==> config.mk <==
export PLATFORM = sky130hd
export DESIGN_NAME = lif_neuron_flat
export DESIGN_NICKNAME = d
export VERILOG_FILES = /design/src/rtl/lif_neuron_if.sv /design/src/rtl/lif_neuron.sv /design/src/flat_wrapper.sv
export SDC_FILE = /design/constraint.sdc
export NUM_CORES = 1
export LEC_CHECK = 0
export CAP_MARGIN = 40
export CELL_PAD_IN_SITES_DETAIL_PLACEMENT = 1
export CELL_PAD_IN_SITES_GLOBAL_PLACEMENT = 1
export CORE_MARGIN = 2
export CORE_UTILIZATION = 46
export CTS_BUF_LIST = sky130_fd_sc_hd__clkbuf_4
export CTS_CLUSTER_SIZE = 16
export DETAILED_ROUTE_END_ITERATION = 8
export GPL_TIMING_DRIVEN = 0
export HOLD_SLACK_MARGIN = 0.08
export PLACE_DENSITY_LB_ADDON = 0.1
export SYNTH_ARGS = -nofsm -noshare
export SYNTH_HDL_FRONTEND = slang
export SYNTH_SLANG_ARGS = --single-unit
==> constraint.sdc <==
create_clock -name clk -period 18.6 [get_ports clk]
set_input_delay 4.65 -clock clk [delete_from_list [all_inputs] [get_ports clk]]
set_output_delay 4.65 -clock clk [all_outputs]
set_load 0.005 [all_outputs]
==> src/rtl/lif_neuron_if.sv <==
`default_nettype none
// ============================================================================
//  Module      : lif_neuron_if
//  Description : Weight-stream handshake, timestep strobe and spike/potential
//                status bundle between the neuron core and its neighbours.
//  Revision    : 1.0 - initial release
// ============================================================================
interface lif_neuron_if #(
    parameter int WIDTH = 16
);
    logic                    en;
    logic                    in_valid;
    logic signed [WIDTH-1:0] in_weight;
    logic                    in_ready;
    logic                    step;
    logic                    spike;
    logic signed [WIDTH-1:0] vmem;
    logic                    refractory;
    logic [15:0]             spike_cnt;

    // Upstream/test side: drives weights and strobes, observes the neuron.
    modport master (
        output en, in_valid, in_weight, step,
        input  in_ready, spike, vmem, refractory, spike_cnt
    );

    // Neuron core side.
    modport slave (
        input  en, in_valid, in_weight, step,
        output in_ready, spike, vmem, refractory, spike_cnt
    );
endinterface
`default_nettype wire

==> src/rtl/lif_neuron.sv <==
`default_nettype none
// ============================================================================
//  Module      : lif_neuron
//  Description : Leaky integrate-and-fire neuron. Integrates signed weights
//                into a saturating membrane potential, applies a shift leak
//                and threshold test on each timestep, fires a one-cycle spike
//                and then sits out a refractory period counted in timesteps.
//  Revision    : 1.0 - initial release
// ============================================================================
module lif_neuron #(
    parameter int WIDTH      = 16,
    parameter int THRESH     = 1000,
    parameter int LEAK_SHIFT = 4,
    parameter int V_RESET    = 0,
    parameter int REFRAC     = 2
) (
    input  wire logic     clk,
    input  wire logic     rst,
    lif_neuron_if.slave   nrn
);

    localparam logic [1:0] c_S_ACCUM  = 2'd0;
    localparam logic [1:0] c_S_FIRE   = 2'd1;
    localparam logic [1:0] c_S_REFRAC = 2'd2;

    localparam logic signed [WIDTH-1:0] c_THRESH  = WIDTH'(THRESH);
    localparam logic signed [WIDTH-1:0] c_V_RESET = WIDTH'(V_RESET);
    localparam logic signed [WIDTH-1:0] c_V_MAX   = {1'b0, {(WIDTH-1){1'b1}}};
    localparam logic signed [WIDTH-1:0] c_V_MIN   = {1'b1, {(WIDTH-1){1'b0}}};
    localparam logic [7:0]              c_REFRAC  = 8'(REFRAC);
    localparam logic                    c_HAS_REF = (REFRAC > 0);

    logic [1:0]              r_state;
    logic [1:0]              w_state_nxt;
    logic signed [WIDTH-1:0] r_vmem;
    logic                    r_spike;
    logic                    r_refractory;
    logic [15:0]             r_spike_cnt;
    logic [7:0]              r_rcnt;

    logic                    w_ready;
    logic                    w_xfer;
    logic signed [WIDTH-1:0] w_weight;
    logic signed [WIDTH:0]   w_sum;
    logic signed [WIDTH-1:0] w_v1;
    logic signed [WIDTH-1:0] w_leak;
    logic signed [WIDTH-1:0] w_v2;
    logic                    w_cross;

    assign w_ready  = nrn.en && (r_state != c_S_FIRE);
    assign w_xfer   = nrn.in_valid && w_ready;
    assign w_weight = w_xfer ? nrn.in_weight : '0;

    // Sum one bit wider, then clamp when the top two bits disagree.
    assign w_sum = {r_vmem[WIDTH-1], r_vmem} + {w_weight[WIDTH-1], w_weight};
    assign w_v1  = (w_sum[WIDTH] != w_sum[WIDTH-1])
                   ? (w_sum[WIDTH] ? c_V_MIN : c_V_MAX)
                   : w_sum[WIDTH-1:0];

    // Leak never overflows: the subtracted term has the same sign and a
    // smaller magnitude than v1.
    assign w_leak  = w_v1 >>> LEAK_SHIFT;
    assign w_v2    = w_v1 - w_leak;
    assign w_cross = (w_v2 >= c_THRESH);

    // State register.
    always_ff @(posedge clk) begin
        if (rst) begin
            r_state <= c_S_ACCUM;
        end else begin
            r_state <= w_state_nxt;
        end
    end

    // Next-state decode; everything freezes while disabled.
    always_comb begin
        w_state_nxt = r_state;
        if (nrn.en) begin
            case (r_state)
                c_S_ACCUM: begin
                    if (nrn.step && w_cross) begin
                        w_state_nxt = c_S_FIRE;
                    end
                end
                c_S_FIRE: begin
                    w_state_nxt = c_HAS_REF ? c_S_REFRAC : c_S_ACCUM;
                end
                c_S_REFRAC: begin
                    if (nrn.step && (r_rcnt <= 8'd1)) begin
                        w_state_nxt = c_S_ACCUM;
                    end
                end
                default: begin
                    w_state_nxt = c_S_ACCUM;
                end
            endcase
        end
    end

    // Membrane potential, spike pulse, spike counter and refractory timer.
    always_ff @(posedge clk) begin
        if (rst) begin
            r_vmem       <= c_V_RESET;
            r_spike      <= 1'b0;
            r_refractory <= 1'b0;
            r_spike_cnt  <= 16'd0;
            r_rcnt       <= 8'd0;
        end else if (nrn.en) begin
            case (r_state)
                c_S_ACCUM: begin
                    if (nrn.step) begin
                        if (w_cross) begin
                            r_vmem      <= c_V_RESET;
                            r_spike     <= 1'b1;
                            r_spike_cnt <= r_spike_cnt + 16'd1;
                            r_rcnt      <= c_REFRAC;
                        end else begin
                            r_vmem <= w_v2;
                        end
                    end else if (w_xfer) begin
                        r_vmem <= w_v1;
                    end
                end
                c_S_FIRE: begin
                    r_spike      <= 1'b0;
                    r_refractory <= c_HAS_REF;
                end
                c_S_REFRAC: begin
                    // Weights arriving here are accepted but dropped.
                    if (nrn.step) begin
                        if (r_rcnt <= 8'd1) begin
                            r_rcnt       <= 8'd0;
                            r_refractory <= 1'b0;
                        end else begin
                            r_rcnt <= r_rcnt - 8'd1;
                        end
                    end
                end
                default: begin
                    r_spike      <= 1'b0;
                    r_refractory <= 1'b0;
                end
            endcase
        end
    end

    assign nrn.in_ready   = w_ready;
    assign nrn.spike      = r_spike;
    assign nrn.vmem       = r_vmem;
    assign nrn.refractory = r_refractory;
    assign nrn.spike_cnt  = r_spike_cnt;

endmodule
`default_nettype wire

==> src/flat_wrapper.sv <==
// flat-port wrapper written by rule: the top's interface ports become plain ports
module lif_neuron_flat 
#(
    parameter int WIDTH      = 16,
    parameter int THRESH     = 1000,
    parameter int LEAK_SHIFT = 4,
    parameter int V_RESET    = 0,
    parameter int REFRAC     = 2
)
  (clk, rst, nrn_en, nrn_in_valid, nrn_in_weight, nrn_step, nrn_in_ready, nrn_spike, nrn_vmem, nrn_refractory, nrn_spike_cnt);
  lif_neuron_if #(.WIDTH(WIDTH)) nrn_i ();
  input  wire logic clk;
  input  wire logic rst;
  input wire logic [$bits(nrn_i.en)-1:0] nrn_en;
  input wire logic [$bits(nrn_i.in_valid)-1:0] nrn_in_valid;
  input wire logic [$bits(nrn_i.in_weight)-1:0] nrn_in_weight;
  input wire logic [$bits(nrn_i.step)-1:0] nrn_step;
  output wire logic [$bits(nrn_i.in_ready)-1:0] nrn_in_ready;
  output wire logic [$bits(nrn_i.spike)-1:0] nrn_spike;
  output wire logic [$bits(nrn_i.vmem)-1:0] nrn_vmem;
  output wire logic [$bits(nrn_i.refractory)-1:0] nrn_refractory;
  output wire logic [$bits(nrn_i.spike_cnt)-1:0] nrn_spike_cnt;
  assign nrn_i.en = nrn_en;
  assign nrn_i.in_valid = nrn_in_valid;
  assign nrn_i.in_weight = nrn_in_weight;
  assign nrn_i.step = nrn_step;
  assign nrn_in_ready = nrn_i.in_ready;
  assign nrn_spike = nrn_i.spike;
  assign nrn_vmem = nrn_i.vmem;
  assign nrn_refractory = nrn_i.refractory;
  assign nrn_spike_cnt = nrn_i.spike_cnt;
  lif_neuron #(.WIDTH(WIDTH), .THRESH(THRESH), .LEAK_SHIFT(LEAK_SHIFT), .V_RESET(V_RESET), .REFRAC(REFRAC)) u_core (.clk(clk), .rst(rst), .nrn(nrn_i));
endmodule
; After elaboration in Yosys (flattened, before gate mapping)
; Cells that the tools add are included.
[classes]
n_eq_ne = 10
muxes = 20
magnitude_cmp = 2
n_reduce_logical = 13
addsub = 4
bitwise = 2
[op_table]
columns = cell, count
row1 = 2-to-1 mux 16 bit, 6
row2 = 2-to-1 mux 8 bit, 4
row3 = adder 16 x 16 -> 17 bit, 1
row4 = "adder 16 x 1 -> 16 bit, second input constant", 1
row5 = ">= comparator 16 x 11 -> 1 bit, second input constant", 1
row6 = case mux 8 bit (2 select lines), 1
row7 = subtractor 16 x 12 -> 16 bit, 1
row8 = AND reduction 4 bit, 3
row9 = "inequality test 2 x 1 -> 1 bit, second input constant", 5
row10 = "less-or-equal comparator 8 x 1 -> 1 bit, second input constant", 1
row11 = "subtractor 8 x 1 -> 8 bit, second input constant", 1
row12 = case mux 2 bit (3 select lines), 1
row13 = AND reduction 3 bit, 2
row14 = AND reduction 5 bit, 1
row15 = logical AND 1 bit, 4
row16 = 2-to-1 mux 1 bit, 4
row17 = 2-to-1 mux 2 bit, 2
row18 = "inequality test 2 bit, second input constant", 2
row19 = nonzero test 2 bit, 2
row20 = case mux 1 bit (3 select lines), 1
row21 = "equality test 2 x 1 -> 1 bit, second input constant", 1
row22 = "equality test 2 bit, second input constant", 1
row23 = zero test 2 bit, 1
row24 = NOT 1 bit, 2
row25 = 2 further kinds, 2
[word_totals]
inputBits = 21
out_inout_bits = 35
wordCells = 57
register_bits = 44

; Depth between registers and ports, before layout
; Gate-level depths: netlist (run 1).
[depth]
depth_word = 12
mapped_depth = 27
mapped_depth_nobuf = 24

; Worst setup path after synthesis (run 1)
; Ideal clock, no wire load.
[synth_timing]
kind = input -> register
start = in nrn_en
end = reg u_core.r_spike_cnt[11], in the netlist u_core.nrn.spike_cnt[11]
t_required_ns = 18.477
n_path_buf = 3
setup_ns = 0.123
setup_slack_ns = 8.552
arrival_time_ns = 9.925
path_stages = 26
cell_sequence = inv_1 -> a21oi_1 -> clkbuf_1 -> and3_1 -> ha_1 -> a21o_1 -> a31oi_1 -> o221ai_1 -> a31oi_1 -> mux2_2 -> clkbuf_1 -> clkbuf_1 -> nor2_1 -> nor2_1 -> ha_1 -> inv_1 -> fa_1 -> a211oi_1 -> o21ai_0 -> and2_1 -> a31oi_1 -> xor2_1 -> nor4b_2 -> a211oi_4 -> nand4_1 -> mux2_1
[synth_via]
elab_chain_len = 9
elab_cells_between_ends = 10
classes_between = add/sub: 2 / order compare: 1 / eq/ne: 1 / mux: 3 / reduce/logical: 3
[synth_lines]
columns = element, line_no
row1 = from (decl), flat_wrapper.sv:14  ; input wire logic [$bits(nrn_i.en)-1:0] nrn_en;
row2 = logical AND 1 bit *, lif_neuron.sv:50  ; assign w_ready = nrn.en && (r_state != c_S_FIRE);
row3 = via nrn_in_ready, flat_wrapper.sv:18  ; output wire logic [$bits(nrn_i.in_ready)-1:0] nrn_in_ready;
row4 = logical AND 1 bit *, lif_neuron.sv:51  ; assign w_xfer = nrn.in_valid && w_ready;
row5 = 2-to-1 mux 16 bit *, lif_neuron.sv:52  ; assign w_weight = w_xfer ? nrn.in_weight : '0;
row6 = adder 16 x 16 -> 17 bit *, lif_neuron.sv:55  ; assign w_sum = {r_vmem[WIDTH-1], r_vmem} + {w_weight[WIDTH-1], w_weight};
row7 = 2-to-1 mux 16 bit or inequality test 1 bit (tied branches), "lif_neuron.sv:57, lif_neuron.sv:56"
row8 = 2-to-1 mux 16 bit *, lif_neuron.sv:57  ; ? (w_sum[WIDTH] ? c_V_MIN : c_V_MAX)
row9 = subtractor 16 x 12 -> 16 bit *, lif_neuron.sv:63  ; assign w_v2 = w_v1 - w_leak;
row10 = >= comparator 16 x 11 -> 1 bit *, lif_neuron.sv:64  ; assign w_cross = (w_v2 >= c_THRESH);
row11 = AND reduction 4 bit (no line) *, -
row12 = to (signal assigned), lif_neuron.sv:115  ; r_spike_cnt <= r_spike_cnt + 16'd1;
row13 = to (decl), lif_neuron.sv:38  ; logic [15:0] r_spike_cnt;
; Mark *: on every way through the listed nets, which the timed path passes. The rest lies on a longest branch.
; A chain may end at the register's enable or synchronous reset.

; Worst setup path in the final report (run 1)
[layout_timing]
start = in nrn_en
end = reg u_core.r_spike_cnt[11], in the netlist u_core.nrn.spike_cnt[11]
[layout_via]
elab_chain_len = 9
elab_cells_between_ends = 10
classes_between = add/sub: 2 / order compare: 1 / eq/ne: 1 / mux: 3 / reduce/logical: 3
[layout_lines]
columns = element, line_no
row1 = logical AND 1 bit, lif_neuron.sv:50
row2 = logical AND 1 bit, lif_neuron.sv:51
row3 = 2-to-1 mux 16 bit, lif_neuron.sv:52
row4 = adder 16 x 16 -> 17 bit, lif_neuron.sv:55
row5 = 2-to-1 mux 16 bit or inequality test 1 bit (tied branches), "lif_neuron.sv:57, lif_neuron.sv:56"
row6 = 2-to-1 mux 16 bit, lif_neuron.sv:57
row7 = subtractor 16 x 12 -> 16 bit, lif_neuron.sv:63
row8 = >= comparator 16 x 11 -> 1 bit, lif_neuron.sv:64
row9 = AND reduction 4 bit (no line) *, -
; Mark *: on every way between the ends. The rest lies on a longest branch, timed or not.

==> results.md, run 1 <==
* Post-CTS Repair Setup Buffers at 0
* Root buffer cell: clkbuf_4
* Initial detailed-routing violation count at approximately 210
* Total gr overflow at 0
* Slew headroom at around 45%
* Setup TNS at 0 ns
* CP peak stage delay at ~0.56 ns
* FILL cells at between 1000 and 1500
* Final hold violations at 0
* Top_reg_cell synth: dfxtp_1
* CTS tree: built
* CP max FO at 10
* Pin count of the biggest net entering global routing at 14
* TritonCTS Buffers at 5
* Global-route wire length before repair at around 22000 um
* Status: finished clean
* Number of library cell types mapped by synthesis at 64
* Die Height at 98.80 um
* DRC at 0
* GP Congestion at between 0.9 and 1
* WP data required at between 15 and 20 ns
* Async S/R FF share, synth at 0%
* Net count of the mapped netlist at between 500 and 600
* Worst-margin pin slew at a little over 0.8 ns
* Rows at 34
* Total power at ~0.00054 W
* Sequential area share after synthesis at 21.31%
* Drt pass-1 iters at 4
* Boundary pin count at 56
* Synthesized flop and latch total at 44
* Vias at roughly 4400
* Dpl hpwl at 10370 um
* Maxcap violations at 0
* Cell count after synthesis at 540
* Cell area power density at around 110 nW/um^2
* CTS Sinks at 44
* Final instance area at 4860 um^2
* Tcrit/Tclk final at a little over three fifths
* Synth Cell Area at 4134 um^2
* Critical path arrival at approximately 12 ns
* H-tree Lvls at 2
* Number of synthesized flops with an enable pin at 0
* Count of input and output buffers at 54
* Tightest Hold Check Type: flop to flop
* Cell mode on critical path: clkbuf_1
* R2R cell count at 25
* Peak supply drop at approximately 0.00008 V
* Max Freq at 85.14 MHz
* Hold Crit Depth at 2
* Setup crit end kind: flop
* Routed wire length per instance at 18.09 um
* Layout cells sized above 1 at under 10%
* Final ANT Viol Nets at 0
* Hold buffers post-CTS at 0
* Ant. Diodes at 0
* Number of global-route vias before repair at around 4400
* Slew Limit Fails at 0
* Total track usage at a little over a quarter
* Worst Skew at 0.01794 ns
* Final WL at between 10000 and 15000 um
* Leakage at 2.023 nW
* Die area at approximately 9800 um^2
* Post-CTS sizing at 0
* Core area at approximately 8700 um^2
* Final net count at 658
* Die W at between 90 and 100 um
* Crit start category: primary input
* Final Critical Period at roughly 12 ns
* Synth warn at 0
* Crit-path slowest cell: clkdlybuf4s50_1
* Clk_lat worst skew at 0.37 ns
* Synthesized area per cell at between 7 and 8 um^2
* Critical path class: primary input to flop
* DR vias/cell at just over 6
* Worst-path clk slew at 0.15 ns
* Area grow syn2layout at 17.55%
* Initial core utilization at between 40% and 50%
* Initial antenna violation count at 0
* Final setup fails at 0
* CTS max path bufs at 2
* Placement Cell Area at 4810 um^2
* RSZ-0062 raised after global routing: no
==> routing by layer <==
metal,share of wire [%],track usage [%],vias up
met4,1.6,6.112,0
met3,2.9,3.262,21
met2,51,48.86,80
li1,-,-,2143
met5,0,0,-
met1,45,32.95,2132
==> layout by cell type, fill, tap and decap left out, types with 13 or more instances in the layout <==
master	n
clkdlybuf4s50_1	54
nand2_1	26
dfxtp_1	44
ha_1	34
nor2_1	53
and3_1	26
a21oi_1	49
inv_1	33
o21ai_0	33
xnor2_1	13
clkbuf_1	19
==> kinds of logic (layout without fill, tap and decap cells) <==
logic type / Yosys count / in the layout / share of synthesized area (%)
compound gates: 190 / 190 / 31.69
xor+xnor: 19 / 19 / 4.025
fa+ha+maj: 36 / 36 / 11.26
buf+inv: 57 / 118 / 5.720
flops: 44 / 44 / 21.31
mux: 7 / 7 / 1.876
simple gates: 187 / 187 / 24.12
==> metrics by stage <==
step | util (%) | hold slack [ns] | std cells | worst slack (ns)
floorplan | - | 0.4454 | 540 | 8.552
global placement | 55.15 | 0.4636 | 702 | 6.726
detailed placement | 55.15 | 0.4827 | 702 | 6.529
CTS | 55.72 | 0.5040 | 709 | 6.917
global route | 55.72 | 0.5266 | 709 | 6.213
finish | 55.72 | 0.5020 | 709 | 6.854
==> area by class of cell <==
type                       instances  area, um^2  area share (%)
clock buffer                       5       37.54          0.7724
timing repair buffer              54       540.5           11.12
inverter                          33       123.9           2.549
clock inverter                     2       12.51          0.2575
buffer                            24       112.6           2.317
multi-input combinational        439        3017           62.08
tap                              108       135.1           2.781
sequential                        44       880.8           18.13
==> critical path: cells and delay by family <==
kind                     cells  cell delay, ns
adder cells (fa/ha/maj)      3            0.92
AO/OA/AOI/OAI                9            3.03
multiplexers                 2            0.54
AND/OR/NAND/NOR              6            1.08
buffers and inverters        6            1.76
==> sequential cells by signal (all words and copies together), names as in the netlist <==
name                   flops
u_core.nrn.spike_cnt      16
u_core.nrn.refractory      1
u_core.r_state             2
u_core.nrn.vmem           16
u_core.r_rcnt              8
u_core.nrn.spike           1
==> path summary, 6_finish.rpt <==
check                                          endpoint                           start  slack, ns
setup / recovery  u_core.nrn.spike_cnt[11]$_SDFFE_PP0P_                          nrn_en       6.85
hold / removal            u_core.r_rcnt[6]$_SDFFE_PP0P_   u_core.r_rcnt[6]$_SDFFE_PP0P_       0.50
setup reg to reg  u_core.nrn.spike_cnt[11]$_SDFFE_PP0P_  u_core.r_state[0]$_SDFFE_PP0P_      11.26
hold reg to reg           u_core.r_rcnt[6]$_SDFFE_PP0P_   u_core.r_rcnt[6]$_SDFFE_PP0P_       0.50
==> cells in the mapped netlist, drive strengths merged (3+ instances only) <==
library cell  instances  share of area [%]
o211ai                5                1.0
a211o                 3               0.64
o21a                  8                1.5
o221ai                5                1.1
or3                   4               0.61
a221oi                5                1.1
nor4                  6               0.91
clkbuf               19                1.7
or2                   3               0.45
xor2                  6                1.3
nand4                12                1.8
a21o                 10                1.8
nor3                 12                1.5
nor2                 53                4.8
nor4b                 4                1.2
and2                  9                1.4
a21oi                52                6.6
or4                   3               0.64
o221a                 5                1.4
nand3                 5               0.61
buf                   5                1.0
mux2                  6                1.6
nor2b                10                1.5
and3                 26                3.9
a211oi               14                3.0
a31o                 16                3.4
dfxtp                44                 21
nand2                26                2.4
nand2b                5               0.76
xnor2                13                2.8
inv                  33                3.0
nor3b                 4               0.73
o31a                  4               0.85
o21ai                37                4.6
a31oi                11                1.7
ha                   34                 10
o31ai                 3               0.54
==> power breakdown <==
group / internal (W) / leakage, nW / switching, W
clock: 0.0000139 / 0.0271 / 0.0000338
combinational: 0.000153 / 1.64 / 0.000223
sequential: 0.000103 / 0.358 / 0.00000983
total: 0.000270 / 2.02 / 0.000267
No activity file was read; power rests on OpenSTA's default activity.
==> run 2: changes to the inputs <==
CORE_UTILIZATION = 42   (was 46)
clock period = 11 ns   (was 18.6 ns; I/O delays follow)
==> run 2 against run 1 <==
  * Worst hold slack lost 0.00064 ns
  * First-iteration DRC count shrank 26%
  * Sequential share of layout area decreased by 0.24 points
  * Combinational power increased by 70%
  * Clock-buffer cell count unchanged
  * Die area rose by 9.1%
  * Register-to-register slack lost 7.6 ns
  * Clock power up 140%
  * Non-clock buffer count did not move
  * Sequential power rose by 70%
  * Final cell count grew 3.7%
==> results.md, run 2 (same netlist as run 1, synthesis figures left out) <==
* Critical path class: primary input to flop (unchanged)
* Peak supply drop at 0.0001257 V (was 0.00008229 V)
* Cell area power density at 191.6 nW/um^2 (was 110.4 nW/um^2)
* Core Util, Final at 50.85% (was 55.72%)
* Layout cells sized above 1 at 5.980% (was 5.824%)
* Dpl hpwl at 10430 um (was 10370 um)
* Clk network pwr share at 12.1% (was 8.9%)
* Critical R2R Capture: u_core.nrn.spike_cnt[15]$_SDFFE_PP0P_ (was u_core.nrn.spike_cnt[11]$_SDFFE_PP0P_)
* Critical path arrival at 10.10 ns (was 12.00 ns)
* Routed wire length per instance at 17.85 um (was 18.09 um)
* CP max FO at 10 (unchanged)
* Tightest Hold Check Type: flop to flop (unchanged)
* GP Congestion at 0.8918 (was 0.9261)
* CTS Sinks at 44 (unchanged)
* Max Freq at between 100 and 150 MHz
* Leading cell types in the layout, fill and taps excluded: clkdlybuf4s50_1 (54), nor2_1 (53), a21oi_1 (49) (unchanged)
* Critical path endpoint: u_core.nrn.spike_cnt[15]$_SDFFE_PP0P_ (was u_core.nrn.spike_cnt[11]$_SDFFE_PP0P_)
* Vias at 4392 (was 4376)
* Pin count of the biggest net entering global routing at 16 (was 14)
* Placement Cell Area at 4841 um^2 (was 4810 um^2)
* Reg2Reg Setup Slack at 3.65 ns (was 11.26 ns)
* RSZ-0062 raised after global routing: no (unchanged)
* Clk_lat worst skew at 0.38 ns (was 0.37 ns)
* Sw Ratio at 48.92% (was 49.69%)
* Internal Power at 0.0004819 W (was 0.0002699 W)
* Total track usage at 24.41% (was 26.57%)
* Setup TNS at 0 ns (unchanged)
* Initial detailed-routing violation count at 157 (was 212)
* Final instance area at 4925 um^2 (was 4860 um^2)
* Die area at 10650 um^2 (was 9761 um^2)
* Commonest non-fill, non-tap cell in the layout: clkdlybuf4s50_1 (unchanged)
* Post-CTS sizing at 0 (unchanged)
* Worst-path clk slew at 0.15 ns (about the same)
* Crit start category: primary input (unchanged)
* Slew headroom at 39.05% (was 45.06%)
* Boundary pin count at 56 (unchanged)
* Total gr overflow at 0 (unchanged)
* Register Area at 880.8 um^2 (unchanged)
* Leakage at 2.038 nW (was 2.023 nW)
* Area occupied by multi-input gates at 3017 um^2 (unchanged)
* Die W at 103.2 um (was 98.80 um)
* Slew Limit Fails at 0 (unchanged)
* Global-route wire length before repair at 20660 um (was 21590 um)
* CTS max path bufs at 2 (unchanged)
* Comb power frac at 67.6% (was 70.0%)
* Drt pass-1 iters at 4 (unchanged)
* Final hold violations at 0 (unchanged)
* Initial core utilization at 42.69% (was 47.40%)
* Core area at 9684 um^2 (was 8721 um^2)
* Status: finished clean (unchanged)
* Root buffer cell: clkbuf_4 (unchanged)
* Die Height at 103.2 um (was 98.80 um)
* Final setup fails at 0 (unchanged)
* Initial antenna violation count at 0 (unchanged)
* Worst-margin pin slew at 0.9059 ns (was 0.8166 ns)
* Setup crit end kind: flop (unchanged)
* Sequential Power Share at 20.3% (was 21.1%)
* Tcrit/Tclk final at roughly 90%
* Worst r2r src: u_core.r_state[0]$_SDFFE_PP0P_ (unchanged)
* Final ANT Viol Nets at 0 (unchanged)
* Final WL at 13120 um (was 12820 um)
* WP data required at 11.29 ns (was 18.86 ns)
* Number of global-route vias before repair at 4266 (was 4427)
* R2R cell count at 25 (unchanged)
* TritonCTS Buffers at 5 (unchanged)
* H-tree Lvls at 2 (unchanged)
* CTS tree: built (unchanged)
* FILL cells at 1236 (was 1134)
* Count of input and output buffers at 54 (unchanged)
* Ant. Diodes at 0 (unchanged)
* Final Critical Period at a little under 10 ns
* Area grow syn2layout at 19.13% (was 17.55%)
* DR vias/cell at 5.976 (was 6.172)
* Post-CTS Repair Setup Buffers at 0 (unchanged)
* DRC at 0 (unchanged)
* Rows at 36 (was 34)
* Final net count at 658 (unchanged)
* Worst Setup SP: nrn_en (unchanged)
* Maxcap violations at 0 (unchanged)
* Switch Pwr at 0.0004616 W (was 0.0002666 W)
* Worst Skew at 0.01165 ns (was 0.01794 ns)
* Hold buffers post-CTS at 0 (unchanged)
-- run 2: metrics by stage --
step | instances | power (W) | hold slack, ns | setup slack (ns)
2_1_floorplan | 540 | 0.0006548 | 0.4454 | 2.852
3_3_place_gp | 727 | 0.0008066 | 0.4609 | 0.9355
3_5_place_dp | 727 | 0.0008250 | 0.4703 | 0.7926
4_1_cts | 735 | 0.0009433 | 0.5055 | 1.176
5_1_grt | 735 | 0.001021 | 0.5185 | 0.5502
6_report | 735 | 0.0009434 | 0.5013 | 1.181
-- run 2: power groups by stage --
| stage | Clock [W] | Combinational [W] | Sequential, W |
|---|---|---|---|
| floorplan | 0 | 0.000465 | 0.000190 |
| global placement | 0 | 0.000612 | 0.000195 |
| detailed placement | 0 | 0.000630 | 0.000195 |
| CTS | 0.000115 | 0.000637 | 0.000192 |
| global route | 0.000121 | 0.000706 | 0.000193 |
| finish | 0.000114 | 0.000638 | 0.000192 |
-- run 2: critical path, stage by stage --
cell             delay [ns]
clkdlybuf4s50_1        0.56
inv_1                  0.12
a21oi_1                0.50
clkbuf_1               0.35
and3_1                 0.21
ha_1                   0.29
a21o_1                 0.21
a31oi_1                0.28
o221ai_1               0.22
a31oi_1                0.25
mux2_2                 0.20
clkbuf_1               0.32
clkbuf_1               0.35
nor2_1                 0.09
nor2_1                 0.22
ha_1                   0.22
inv_1                  0.06
fa_1                   0.42
a211oi_1               0.38
o21ai_0                0.20
and2_1                 0.23
a211oi_1               0.40
nor4b_2                0.16
a211oi_4               0.57
nand4_1                0.21
mux2_1                 0.34
-- run 2: per-layer routing --
| metal | vias up | wire length [um] | global-route usage (%) |
|---|---|---|---|
| li1 | 2154 | - | - |
| met1 | 2141 | 5851 | 29.96 |
| met2 | 74 | 6635 | 44.61 |
| met3 | 23 | 353 | 3.024 |
| met4 | 0 | 281 | 7.186 |
| met5 | - | 0 | 0 |
-- run 2: how the worst min path moves through the flow --
stage,from,endpoint,depth (start not counted),slack (ns)
floorplan,u_core.r_rcnt[3]$_SDFFE_PP0P_,u_core.r_rcnt[3]$_SDFFE_PP0P_,2,0.45
global placement,u_core.r_rcnt[4]$_SDFFE_PP0P_,u_core.r_rcnt[4]$_SDFFE_PP0P_,1,0.46
detailed placement,u_core.r_rcnt[4]$_SDFFE_PP0P_,u_core.r_rcnt[4]$_SDFFE_PP0P_,1,0.47
CTS,u_core.r_rcnt[4]$_SDFFE_PP0P_,u_core.r_rcnt[4]$_SDFFE_PP0P_,1,0.51
global route,u_core.r_rcnt[6]$_SDFFE_PP0P_,u_core.r_rcnt[6]$_SDFFE_PP0P_,2,0.52
finish,u_core.r_rcnt[6]$_SDFFE_PP0P_,u_core.r_rcnt[6]$_SDFFE_PP0P_,2,0.50
-- run 2: cell type report --
class,instances,share of cell area (%)
Buffer,24,2.287
Clock inverter,3,0.9400
Multi-Input combinational cell,439,61.26
Sequential cell,44,17.89
Tap cell,133,3.379
Clock buffer,5,0.7622
Inverter,33,2.515
Timing Repair Buffer,54,10.98
==> run 3: changes to the inputs <==
CORE_UTILIZATION = 49   (was 42)
DONT_BUFFER_PORTS = 1   (was unset)
==> run 3 against run 2 <==
  * Combinational power down 4.7%
  * Design area shrank 12%
  * Global-route usage grew 3.4 points
  * Worst setup slack gained 0.42 ns
  * Maximum frequency is 4.5% higher
  * Largest cell class unchanged
==> results.md, run 3 (same netlist as run 1, synthesis figures left out) <==
* Status: finished clean (unchanged)
* Setup crit end kind: flop (unchanged)
* Area occupied by multi-input gates at 3017 um^2 (unchanged)
* Comb power frac at 66.5% (was 67.6%)
* Cell area power density at 210.4 nW/um^2 (was 191.6 nW/um^2)
* Final net count at 604 (was 658)
* Root buffer cell: clkbuf_4 (unchanged)
* Tcrit/Tclk final at 85.43% (was 89.26%)
* Sw Ratio at 50.29% (was 48.92%)
* Internal Power at 0.0004549 W (was 0.0004819 W)
* Core area at 8217 um^2 (was 9684 um^2)
* Buffers & Inverters on Critical Path at 5 (was 6)
* Area grow syn2layout at 5.206% (was 19.13%)
* Max Freq at 106.4 MHz (was 101.8 MHz)
* Worst Skew at 0.006039 ns (was 0.01165 ns)
* Crit-path slowest cell: a211oi_4 (unchanged)
* Sequential Power Share at 21.3% (was 20.3%)
* Slew headroom at 44.31% (was 39.05%)
* Layout cells sized above 1 at 6.569% (was 5.980%)
* Final ANT Viol Nets at 0 (unchanged)
* Pin count of the biggest net entering global routing at 16 (unchanged)
* Final hold violations at 0 (unchanged)
* Ant. Diodes at 0 (unchanged)
* Slew Limit Fails at 0 (unchanged)
* Number of global-route vias before repair at 4150 (was 4266)
* Hold buffers post-CTS at 0 (unchanged)
* CTS Sinks at 44 (unchanged)
* Fin cells at 653 (was 735)
* Final WL at 12780 um (was 13120 um)
* Critical path arrival at 9.67 ns (was 10.10 ns)
* Total gr overflow at 0 (unchanged)
* Global-route wire length before repair at 20150 um (was 20660 um)
* Cell mode on critical path: clkbuf_1 (unchanged)
* Switch Pwr at 0.0004602 W (was 0.0004616 W)
* Die area at 9187 um^2 (was 10650 um^2)
* Worst-path clk slew at 0.15 ns (about the same)
* Routed wire length per instance at 19.57 um (was 17.85 um)
* Total track usage at 27.85% (was 24.41%)
* Post-CTS sizing at 0 (unchanged)
* Cells after DPL at 645 (was 727)
* Die Height at 95.85 um (was 103.2 um)
* Boundary pin count at 56 (unchanged)
* Setup TNS at 0 ns (unchanged)
* Count of input and output buffers at 0 (was 54)
* Critical path class: primary input to flop (unchanged)
* Initial antenna violation count at 0 (unchanged)
* Leakage at 1.842 nW (was 2.038 nW)
* Critical path's top delay family: compound AO/OA/AOI/OAI gates (unchanged)
* CTS tree: built (unchanged)
* RSZ-0062 raised after global routing: no (unchanged)
* Clk network pwr share at 12.3% (was 12.1%)
* Initial core utilization at 50.31% (was 42.69%)
* H-tree Lvls at 2 (unchanged)
* Dpl hpwl at 10070 um (was 10430 um)
* CP max FO at 10 (unchanged)
* Tightest Hold Check Type: flop to flop (unchanged)
* DRC at 0 (unchanged)
* Final setup fails at 0 (unchanged)
* GP Congestion at 0.8955 (was 0.8918)
* Leading cell types in the layout, fill and taps excluded: nor2_1 (53), a21oi_1 (49), dfxtp_1 (44) (was clkdlybuf4s50_1 (54), nor2_1 (53), a21oi_1 (49))
* Worst-margin pin slew at 0.8278 ns (was 0.9059 ns)
* TritonCTS Buffers at 5 (unchanged)
* Vias at 4208 (was 4392)
* Peak supply drop at 0.0001472 V (was 0.0001257 V)
* Register Area at 880.8 um^2 (unchanged)
* Rows at 33 (was 36)
* Initial detailed-routing violation count at 216 (was 157)
* DR vias/cell at 6.444 (was 5.976)
* Crit start category: primary input (unchanged)
* FILL cells at 1060 (was 1236)
* Post-CTS Repair Setup Buffers at 0 (unchanged)
* Final Critical Period at 9.397 ns (was 9.819 ns)
* CTS max path bufs at 2 (unchanged)
* Commonest non-fill, non-tap cell in the layout: nor2_1 (was clkdlybuf4s50_1)
* CP peak stage delay at 0.58 ns (was 0.57 ns)
* Maxcap violations at 0 (unchanged)
* Clk_lat worst skew at 0.37 ns (was 0.38 ns)
* Drt pass-1 iters at 4 (unchanged)
* WP data required at 11.28 ns (was 11.29 ns)
* Die W at 95.85 um (was 103.2 um)
run 3: cell types whose count changed in the layout (fill, tap and decap cells not counted):
cell             delta
clkdlybuf4s50_1    -54
run 3: through the flow:
stage	utilization (%)	hold slack, ns	cell area [um^2]	power, W	worst slack [ns]
3_3_place_gp	51.91	0.4615	4265	0.0007715	1.591
2_1_floorplan	-	0.4454	4134	0.0006548	2.852
5_1_grt	52.93	0.5346	4349	0.0009894	1.017
4_1_cts	52.93	0.5095	4349	0.0009083	1.708
6_report	52.93	0.5108	4349	0.0009151	1.603
3_5_place_dp	51.91	0.4852	4265	0.0007945	1.305
run 3: power by group through the flow:
stage          Combinational, W  Clock (W)  Sequential (W)
6_report               0.000608   0.000112        0.000194
5_1_grt                0.000676   0.000117        0.000196
4_1_cts                0.000601   0.000113        0.000195
3_5_place_dp           0.000596          0        0.000198
3_3_place_gp           0.000574          0        0.000198
2_1_floorplan          0.000465          0        0.000190
run 3: layout make-up:
type	count	area share [%]
flip-flops and latches	44	20.25
plain buffers	24	2.589
clock buffers	5	0.8631
inverters	33	2.848
well taps	105	3.021
clock inverters	3	1.064
multi-input cells	439	69.36
run 3: worst paths after layout:
path	from	to	slack (ns)	cells past startpoint
max	nrn_en	u_core.nrn.spike_cnt[15]$_SDFFE_PP0P_	1.60	25
min	u_core.r_rcnt[4]$_SDFFE_PP0P_	u_core.r_rcnt[4]$_SDFFE_PP0P_	0.51	1
max reg2reg	u_core.r_state[0]$_SDFFE_PP0P_	u_core.nrn.spike_cnt[15]$_SDFFE_PP0P_	3.45	25
min reg2reg	u_core.r_rcnt[4]$_SDFFE_PP0P_	u_core.r_rcnt[4]$_SDFFE_PP0P_	0.51	1
run 3: per-layer routing:
layer	global-route usage, %	part of all wire (%)	vias to the layer above
met5	0	0	-
met4	7.262	1.3	0
met2	51.81	52	91
met1	32.90	43	2053
li1	-	-	2044
met3	4.620	4.5	20
==> RTL edit 1 (config.mk and constraints of run 1) <==
`WIDTH` is set to 16 in 3 places; all go to 18.
--- a/src/rtl/lif_neuron_if.sv
+++ b/src/rtl/lif_neuron_if.sv
@@ -8,3 +8,3 @@
 interface lif_neuron_if #(
-    parameter int WIDTH = 16
+    parameter int WIDTH = 18
 );
--- a/src/rtl/lif_neuron.sv
+++ b/src/rtl/lif_neuron.sv
@@ -10,3 +10,3 @@
 module lif_neuron #(
-    parameter int WIDTH      = 16,
+    parameter int WIDTH      = 18,
     parameter int THRESH     = 1000,
--- a/src/flat_wrapper.sv
+++ b/src/flat_wrapper.sv
@@ -3,3 +3,3 @@
 #(
-    parameter int WIDTH      = 16,
+    parameter int WIDTH      = 18,
     parameter int THRESH     = 1000,
Ports: changed (resized nrn_in_weight and nrn_vmem); port bits go from 56 to 60. No check against the original RTL was run, so the function may have changed too.
==> RTL edit 1 against run 1 <==
- sequential cell count grew 2
- wire length grew 26%
- via count grew 18%
- final area grew 14%
- area after synthesis grew 13%
- worst hold slack lost 0.014 ns
- core utilization grew 0.52 points
- worst setup slack lost 0.31 ns
- total power grew 58%
- critical path depth grew 1
- maximum frequency shrank 2.6%
- non-clock buffer count grew 10
- clock power grew 40%
- critical endpoint is now u_core.nrn.vmem[5]
- largest cell class unchanged
==> RTL edit 1: results (changes against run 1) <==
- Outcome: completed
- Commonest cells in the netlist: nor2_1, a21oi_1, nand2_1
- Leakage: 2.27 nW (+12%)
- XOR/XNOR share of the synthesized area: 0.0580 (+0.0178)
- Largest net degree at the start of global routing: 16 (+2)
- Worst Skew: 0.0173 ns (-0.000661 ns)
- Net Count, Synth: 695 (+16%)
- Post-synthesis sequential area ratio: 0.197 (-0.0163)
- Fill cells: 1310 (+16%)
- Worst rel slew slack: 0.383 (-0.0680)
- Compound-gate portion of the synthesized area: 0.311 (-0.00619)
- Placed cells: 825 (+18%)
- Gpl congestion: 0.897 (-3.1%)
- Post-Place Worst Slack: 6.36 ns (-0.170 ns)
- Share of post-route cells with drive strength above 1: 0.0529 (-0.00538)
- Critical Path Max Stage Delay: 0.69 ns (+0.13 ns)
- Routed WL: 16200 um (+26%)
- Worst VDD drop: 0.000114 V (+39%)
- Global Route met2 Usage: 0.537 (+0.0485)
- Routed wl met2: 8210 um (+26%)
- Ranking of synthesized cells by area: dfxtp_1, ha_1, a21oi_1
- Mux cell area share after synthesis: 0.0139 (-0.00486)
- Detailed placement HPWL: 13000 um (+25%)
- WL met1: 6520 um (+14%)
- Slowest CP cell: o41ai_1
- Total global-route track usage: 0.295 (+0.0290)
- DR WL/cell: 19.4 um (+7.4%)
- Grt met3 use: 0.0499 (+0.0173)
- Post-Syn Area per Cell: 7.40 um2 (-3.3%)
- Initial antenna violation count: 0 (unchanged)
- Vias in the first global route: 5396 (+22%)
- Drt pass-1 iters: 5 (+1)
- First-pass GRT wire length: 26600 um (+23%)
- Placed inst area: 5440 um2 (+13%)
- M1 GR Usage: 0.340 (+0.0108)
- Library cells used by synthesis: 77 (+20%)
- Adder-cell area share of the yosys netlist: 0.117 (+0.00399)
- Worst EP arrival: 12.35 ns (+0.35 ns)
RTL edit 1: changes by cell type after synthesis, sizes merged, moves of 5 or more:
| cell | run 1 | this run |
|---|---|---|
| nand3 | 5 | 17 |
| nand4 | 12 | 7 |
| nor2 | 53 | 68 |
| nand2b | 5 | 13 |
| a31o | 16 | 4 |
| and2 | 9 | 23 |
| a21oi | 52 | 62 |
| and3 | 26 | 6 |
| o21a | 8 | 15 |
| xnor2 | 13 | 23 |
| nand2 | 26 | 51 |
RTL edit 1: cell families after synthesis:
kind of cell,Yosys count
xor+xnor,31
mux,6
compound gates,210
flops,46
fa+ha+maj,43
simple gates,233
buf+inv,63
RTL edit 1: where the power goes:
part	switching [mW]	total [mW]	leakage [nW]	internal, mW
clock network	0.0383	0.0669	0.0456	0.0286
logic	0.406	0.655	1.85	0.249
registers	0.0139	0.124	0.374	0.111
RTL edit 1: area by class of cell:
cell class                      count  area [um2]  share of cell area
Multi-Input combinational cell    523        3510               0.635
Sequential cell                    46         921               0.167
Timing Repair Buffer               60         596               0.108
Tap cell                          133         166              0.0301
Inverter                           35         131              0.0238
Buffer                             28         121              0.0220
Clock inverter                      3        43.8             0.00793
Clock buffer                        5        37.5             0.00680
RTL edit 1: final timing paths:
path	startpoint	endpoint	slack [ns]	depth (start not counted)
setup / recovery	nrn_en	u_core.nrn.vmem[5]	6.54	27
hold reg to reg	u_core.r_rcnt[7]	u_core.r_rcnt[7]	0.49	1
setup reg to reg	u_core.r_state[1]	u_core.nrn.vmem[5]	10.59	28
hold / removal	u_core.r_rcnt[7]	u_core.r_rcnt[7]	0.49	1
==> RTL edit 2 (config.mk and constraints of run 1) <==
Without the edit above. Reset style: asynchronous (`rst`), changed in 2 clocked blocks.
--- a/src/rtl/lif_neuron.sv
+++ b/src/rtl/lif_neuron.sv
@@ -66,3 +66,3 @@
     // State register.
-    always_ff @(posedge clk) begin
+    always_ff @(posedge clk or posedge rst) begin
         if (rst) begin
@@ -100,3 +100,3 @@
     // Membrane potential, spike pulse, spike counter and refractory timer.
-    always_ff @(posedge clk) begin
+    always_ff @(posedge clk or posedge rst) begin
         if (rst) begin
Function: differs if rst is asserted again (counterexample within 4 cycles, from zero or initial values and one cycle with rst high); with rst held inactive, the same outputs for 4 cycles.
==> RTL edit 2 against run 1 <==
- sequential cell count unchanged
- critical path type unchanged
- first-iteration DRC count down 27%
- cell count down 14%
- highest routed layer unchanged
- synthesized cell count down 18%
- area after synthesis down 5.2%
- critical path depth down 2
- wire length down 7.1%
- largest cell class unchanged
- worst setup slack better by 0.27 ns
- core utilization up 1.3 points
- final area down 3.5%
Power is left out: the tool's default activity adds up to more than one toggle a clock period on the data nets, which glitch-free logic cannot reach.
==> RTL edit 2: results (changes against run 1) <==
- Outcome: completed
- Detailed placement HPWL: 9580 um (-7.6%)
- Vias in the first global route: 4061 (-8.3%)
- Post-CTS sizing: 0 (unchanged)
- Met3 WL: 260 um (-31%)
- Net Count, Synth: 499 (-16%)
- Ranking of synthesized cells by area: dfrtp_1, ha_1, xnor2_1
- DR WL/cell: 19.5 um (+8.0%)
- Async S/R FF share, synth: 1.00 (+1.00)
- Main synth FF type: dfrtp_1
- First-pass GRT wire length: 19900 um (-7.8%)
- Library cells used by synthesis: 67 (+4.7%)
- Iter 0 DRT Violations: 154 (-27%)
- Largest net degree at the start of global routing: 29 (+15)
- Total global-route track usage: 0.276 (+0.0106)
- Worst rel slew slack: 0.427 (-0.0238)
- Slowest CP cell: or4_1
- Global Route met2 Usage: 0.510 (+0.0213)
- Share of post-route cells with drive strength above 1: 0.0614 (+0.00315)
- Initial antenna violation count: 0 (unchanged)
- Nets@finish: 561 (-15%)
- Routed wl met2: 6150 um (-5.6%)
- M1 GR Usage: 0.338 (+0.00866)
- Post-synthesis sequential area ratio: 0.281 (+0.0680)
- Worst Skew: 0.0195 ns (+0.00157 ns)
- WL met1: 5300 um (-7.6%)
- Worst EP arrival: 11.76 ns (-0.24 ns)
- Drt pass-1 iters: 7 (+3)
- Vias/cell: 6.09 (-1.4%)
RTL edit 2: worst paths after layout:
| kind | startpoint | endpoint | slack, ns | depth (start not counted) |
|---|---|---|---|---|
| min in group asynchronous | rst | u_core.nrn.vmem[2] | 4.54 | 2 |
| worst min-delay path | u_core.nrn.spike_cnt[15] | u_core.nrn.spike_cnt[15] | 0.48 | 1 |
| worst max-delay path | nrn_in_valid | u_core.nrn.vmem[4] | 7.12 | 24 |
| worst min register to register | u_core.nrn.spike_cnt[15] | u_core.nrn.spike_cnt[15] | 0.48 | 1 |
| max in group asynchronous | rst | u_core.r_rcnt[4] | 13.56 | 3 |
| worst max register to register | u_core.r_state[1] | u_core.nrn.vmem[4] | 10.89 | 25 |
RTL edit 2: cells by family after synthesis:
family / synth area share
AND/OR/NAND/NOR: 0.198
buffers and inverters: 0.0355
AO/OA/AOI/OAI: 0.268
adder cells (fa/ha/maj): 0.124
XOR/XNOR: 0.0827
flip-flops: 0.281
multiplexers: 0.0109
RTL edit 2: per-stage QoR:
stage	cells	setup WS [ns]	util	hold WS [ns]
6_report	610	7.12	0.571	0.480
5_1_grt	610	6.72	0.571	0.513
4_1_cts	610	7.09	0.571	0.486
3_5_place_dp	602	6.72	0.561	0.463
3_3_place_gp	601	6.88	0.559	0.460
2_1_floorplan	442	8.30	-	0.466
RTL edit 2: layout make-up:
type / count / area, um2
Fill cell: 980 / 3530
Multi-Input combinational cell: 365 / 2680
Clock buffer: 5 / 37.5
Clock inverter: 3 / 42.5
Inverter: 18 / 67.6
Tap cell: 105 / 131
Buffer: 15 / 71.3
Sequential cell: 44 / 1100
Timing Repair Buffer: 55 / 561
